File: config.mk
export PLATFORM = sky130hd
export DESIGN_NAME = fx68k_ea_ext_fetch
export DESIGN_NICKNAME = d
export VERILOG_FILES = /design/src/rtl/fx68k_ea_ext_fetch.sv
export SDC_FILE = /design/constraint.sdc
export NUM_CORES = 1
export LEC_CHECK = 0
export ABC_CLOCK_PERIOD_IN_PS = 2200
export CORE_UTILIZATION = 25
export DETAILED_ROUTE_END_ITERATION = 7
export PLACE_DENSITY = 0.55
export SLEW_MARGIN = 10
export SYNTH_ARGS = -nofsm -noshare
export SYNTH_HDL_FRONTEND = slang
export SYNTH_SLANG_ARGS = --single-unit
File: constraint.sdc
create_clock -name clk -period 2.2 [get_ports clk]
set_input_delay 0.22 -clock clk [delete_from_list [all_inputs] [get_ports clk]]
set_output_delay 0.22 -clock clk [all_outputs]
set_load 0.01 [all_outputs]
File: src/rtl/fx68k_ea_ext_fetch.sv
// Effective-address extension-word sequencer: decodes the EA field, pulls 0-2
// prefetch words over a valid/ready handshake and assembles the 32-bit operand.
module fx68k_ea_ext_fetch (
  input  logic        clk,
  input  logic        nReset,
  input  logic        enPhi2,
  input  logic        start,
  input  logic [5:0]  eaBits,
  input  logic [1:0]  opSize,
  input  logic        wordValid,
  input  logic [15:0] wordData,
  output logic        wordReady,
  output logic        busy,
  output logic        done,
  output logic [3:0]  eaMode,
  output logic [1:0]  extCount,
  output logic [31:0] extData,
  output logic        illegal
);

  typedef enum logic [1:0] {IDLE, FETCH1, FETCH2, DONE} state_t;

  typedef enum logic [3:0] {
    EA_Dn     = 4'h0, EA_An     = 4'h1, EA_Ind    = 4'h2, EA_Post   = 4'h3,
    EA_Pre    = 4'h4, EA_Rel_An = 4'h5, EA_Idx_An = 4'h6, EA_Abs_W  = 4'h7,
    EA_Abs_L  = 4'h8, EA_Rel_PC = 4'h9, EA_Idx_PC = 4'hA, EA_Imm    = 4'hB,
    EA_Inv    = 4'hC
  } ea_mode_t;

  state_t      state_q, state_d;
  ea_mode_t    mode_q, mode_d;
  logic [1:0]  count_q, count_d;
  logic [1:0]  size_q, size_d;
  logic        illegal_q, illegal_d;
  logic [31:0] data_q, data_d;

  ea_mode_t    decMode;
  logic [1:0]  decCount;
  logic [31:0] firstWord;

  always_comb begin
    decMode = ea_mode_t'({1'b0, eaBits[5:3]});
    if (eaBits[5:3] == 3'b111) begin
      case (eaBits[2:0])
        3'b000:  decMode = EA_Abs_W;
        3'b001:  decMode = EA_Abs_L;
        3'b010:  decMode = EA_Rel_PC;
        3'b011:  decMode = EA_Idx_PC;
        3'b100:  decMode = EA_Imm;
        default: decMode = EA_Inv;
      endcase
    end
  end

  always_comb begin
    case (decMode)
      EA_Rel_An, EA_Idx_An, EA_Abs_W, EA_Rel_PC, EA_Idx_PC: decCount = 2'd1;
      EA_Abs_L: decCount = 2'd2;
      EA_Imm:   decCount = (opSize[1]) ? 2'd2 : 2'd1;
      default:  decCount = 2'd0;
    endcase
  end

  // Two-word operands park w0 in the high half; FETCH2 fills in the low half.
  always_comb begin
    case (mode_q)
      EA_Rel_An, EA_Rel_PC, EA_Abs_W: firstWord = {{16{wordData[15]}}, wordData};
      EA_Abs_L: firstWord = {wordData, 16'h0};
      EA_Imm: begin
        if (count_q == 2'd2)      firstWord = {wordData, 16'h0};
        else if (size_q == 2'b00) firstWord = {24'h0, wordData[7:0]};
        else                      firstWord = {16'h0, wordData};
      end
      default: firstWord = {16'h0, wordData};
    endcase
  end

  always_comb begin
    state_d   = state_q;
    mode_d    = mode_q;
    count_d   = count_q;
    size_d    = size_q;
    illegal_d = illegal_q;
    data_d    = data_q;
    case (state_q)
      IDLE: begin
        if (start) begin
          mode_d    = decMode;
          count_d   = decCount;
          size_d    = opSize;
          illegal_d = (decMode == EA_Inv);
          data_d    = 32'h0;
          state_d   = (decCount != 2'd0) ? FETCH1 : DONE;
        end
      end
      FETCH1: begin
        if (wordValid) begin
          data_d  = firstWord;
          state_d = (count_q == 2'd2) ? FETCH2 : DONE;
        end
      end
      FETCH2: begin
        if (wordValid) begin
          data_d  = {data_q[31:16], wordData};
          state_d = DONE;
        end
      end
      DONE:    state_d = IDLE;
      default: state_d = IDLE;
    endcase
  end

  // Everything advances only on phi2-enabled edges.
  always_ff @(posedge clk or negedge nReset) begin
    if (!nReset) begin
      state_q   <= IDLE;
      mode_q    <= EA_Dn;
      count_q   <= 2'd0;
      size_q    <= 2'd0;
      illegal_q <= 1'b0;
      data_q    <= 32'h0;
    end else if (enPhi2) begin
      state_q   <= state_d;
      mode_q    <= mode_d;
      count_q   <= count_d;
      size_q    <= size_d;
      illegal_q <= illegal_d;
      data_q    <= data_d;
    end
  end

  assign wordReady = (state_q == FETCH1) || (state_q == FETCH2);
  assign busy      = (state_q != IDLE);
  assign done      = (state_q == DONE);
  assign eaMode    = mode_q;
  assign extCount  = count_q;
  assign extData   = data_q;
  assign illegal   = illegal_q;

endmodule

==> flow_summary_export.csv <==
group,metric,value,unit
synth,synth_area_per_cell,10.4,sq um
timing,rsz0062_at_grt,"no",
synth,synth_nets,230,
setup_path,max_stage_delay,0.47,ns
routing,antenna_left,0,
routing,m1WireLength,2.59,mm
timing,finalWorstSetupSlack,0.179,ns
global_routing,grt_pass1_vias,1728,
synth,synth_top_family_by_area,"compound AO/OA/AOI/OAI gates",
cells_and_area,layout.nets,308,
synth,synth-simple-area-share,0.113,
clock_tree,clock-sinks,43,
timing,setup_viol,0,
cells_and_area,drive_gt1_frac,0.0978,
die,rows,32,
global_routing,antenna_found_initial,0,
routing,routed_wl,5.52,mm
timing,fin_crit,2.02,ns
clock_tree,clk_path_buf_depth,2,
setup_path,cp.arrival,2.23,ns
timing,period_share,0.919,
setup_path,crit_chain,"inv_1 > ha_1 > o21ba_4 > o2111ai_4 > or4_1 > buf_4 > o21ai_0",
setup_path,critPathLaunchType,"flip-flop",
routing,route.met2.wl,2.60,mm
global_routing,gr-total-overflow,0,
global_routing,gr-usage-all-layers,0.133,
die,start_util,0.261,
routing,drc,0,
setup_path,cp_slowest_cell,"or4_1",
routing,wl_met3,309,microns
synth,synthXorXnorAreaFrac,0,
setup_path,worstPathMaxFanout,16,
global_routing,grt_max_degree,29,
routing,wl_per_cell,14.6,microns
synth,synthAdderAreaFrac,0.0244,
timing,final.setup.tns,0,ns
routing,firstDrtPassIters,4,
synth,synthesis.area,2050,sq um
timing,finClkSkew,0.00505,ns
power,vdd_drop_max,571,uV
power,p_per_area,1080,nW/um^2
synth,synth_warnings,0,
routing,drt-vias-per-instance,4.83,
clock_tree,cts_made_buffers,5,
synth,ys_seq_elements,43,
placed_design,dp_hpwl,4.10,mm
cells_and_area,n_antenna_cell,0,
run,cap_violations,0,
routing,vias,1824,
global_routing,grt_pass1_wl,8.80,mm
die,coreArea,7850,sq um
setup_path,critPathRequiredTime,2.41,ns
clock_tree,cts_tree,"built",
outcome,status,"complete, no violations",
setup_path,path_class,"reg -> reg",
cells_and_area,syn2layout_area_growth,47.6,%
clock_tree,htree_levels,2,
timing,worst_slew_pin_slew,0.654,ns
die,die_width,92.6,microns
die,dieHeight,92.6,microns
timing,hold_violations,0,
placed_design,place_congestion,0.755,
setup_path,end_kind,"flip-flop",
timing,relSlewSlack,0.563,
synth,synthFlopType,"dfrtp_1",
synth,synth-async-reset-ratio,1.00,
clock_tree,cts-root-buf,"clkbuf_8",
placed_design,portBuffers,70,
synth,synth_seq_area_share,0.524,
synth,muxShareOfSynthArea,0.0165,
synth,synth_edf_count,0,
routing,drt_iter0_drc,70,
die,io_pins,71,
synth,synth_compound_area_frac,0.286,
synth,syn_inst,197,
clock_tree,clock_latency,0.29,ns
clock_tree,post-cts-setup-buffer-count,0,
routing,routed.top_layer,"met4",
setup_path,reg2reg_depth,7,
placed_design,pre_cts_slack,0.165,ns
power,p_leak,1.24,nW
synth,ys_types,40,
hold_path,hold_class,"in -> async",
clock_tree,clk_pin_slew,0.08,ns
die,die_area,8570,sq um
timing,max_freq,495,MHz
timing,slew_viol_final,0,
[logic make-up after synthesis]
kind of cell	Yosys count
buffers and inverters	16
AND/OR/NAND/NOR	47
flip-flops	43
AO/OA/AOI/OAI	84
multiplexers	3
adder cells (fa/ha/maj)	4
[cells in the mapped netlist (2+ instances only)]
cell / number / share of area
o21bai_1: 3 / 0.011
o21ai_0: 17 / 0.041
a21oi_1: 19 / 0.046
buf_2: 2 / 0.0049
a31oi_1: 4 / 0.012
o211ai_1: 2 / 0.0073
nor2_1: 3 / 0.0055
or3_1: 2 / 0.0061
clkbuf_1: 6 / 0.011
a32o_1: 16 / 0.078
o31ai_1: 2 / 0.0073
mux2_2: 3 / 0.016
dfrtp_1: 43 / 0.52
ha_1: 4 / 0.024
nand2_1: 25 / 0.046
inv_1: 6 / 0.011
nand2b_1: 2 / 0.0061
o21ai_1: 10 / 0.024
nor2b_1: 3 / 0.0091
o21a_1: 3 / 0.011
nand3_1: 3 / 0.0073
[cell type report]
| class | count | area, sq um |
|---|---|---|
| clock buffer | 6 | 82.6 |
| clock inverter | 2 | 35.0 |
| fill | 825 | 4820 |
| inverter | 6 | 22.5 |
| multi-input combinational | 138 | 905 |
| sequential | 43 | 1080 |
| tap | 102 | 128 |
| timing repair buffer | 81 | 781 |
[cell usage in the layout, fill, tap and decap left out, types with 2 or more instances in the layout]
cell	Yosys	layout
a21oi_1	19	19
a31oi_1	4	4
a32o_1	16	16
buf_4	1	10
clkbuf_8	0	6
clkdlybuf4s50_1	0	69
dfrtp_1	43	43
ha_1	4	3
inv_1	6	6
mux2_2	3	3
nand2_1	25	25
nand2b_1	2	2
nand3_1	3	3
nor2_1	3	3
nor2b_1	3	3
o211ai_1	2	2
o21a_1	3	3
o21ai_0	17	17
o21ai_1	10	10
o21bai_1	3	3
o31ai_1	2	2
or3_1	2	2
[per-layer routing]
metal  vias up  GRT usage
met4         0     0.0273
met1       877      0.176
met2        51      0.219
met3         2     0.0312
met5         -          0
li1        894          -
[worst max-delay path, delay by kind of cell, from the launching register on]
kind	cells	cell delay, ns
AOI/OAI and AO/OA	3	0.50
adders and majority gates	1	0.26
and+or+nand+nor	1	0.47
DFF	1	0.41
buffers and inverters	2	0.30
[through the flow]
step	cells	utilization	hold WS [ns]	power [mW]	area, sq um
floorplan	197	-	-0.0756	1.96	2050
global placement	369	0.369	0.172	2.66	2900
detailed placement	369	0.369	0.171	2.67	2900
CTS	378	0.386	0.397	3.32	3030
global route	378	0.386	0.432	3.51	3030
finish	378	0.386	0.395	3.27	3030
[registers in the layout (all words and copies together) (netlist names)]
| register | flops |
|---|---|
| extData | 32 |
| eaMode | 4 |
| extCount | 2 |
| size_q | 2 |
| state_q | 2 |
| illegal | 1 |
[repair_timing]
item,4_1_cts,5_1_grt
resized for setup,0,1
setup endpoints to repair,0,5
hold buffers,1,0
endpoints found under the hold margin,15,0
[report_power, final]
group	switching (mW)	internal, mW	total [mW]
Combinational	0.744	0.762	1.51
Clock	0.259	0.367	0.626
Sequential	0.154	0.985	1.14
[final timing paths]
check	from	slack [ns]	endpoint
worst max-delay path	state_q[0]	0.18	extData[18]
worst min-delay path	nReset	0.39	state_q[0]
worst max register to register	state_q[0]	0.18	extData[18]
worst min register to register	extData[6]	0.50	extData[6]
max in group asynchronous	nReset	1.11	extData[24]
min in group clk	extData[6]	0.50	extData[6]
(Power assumes the default switching activity.)
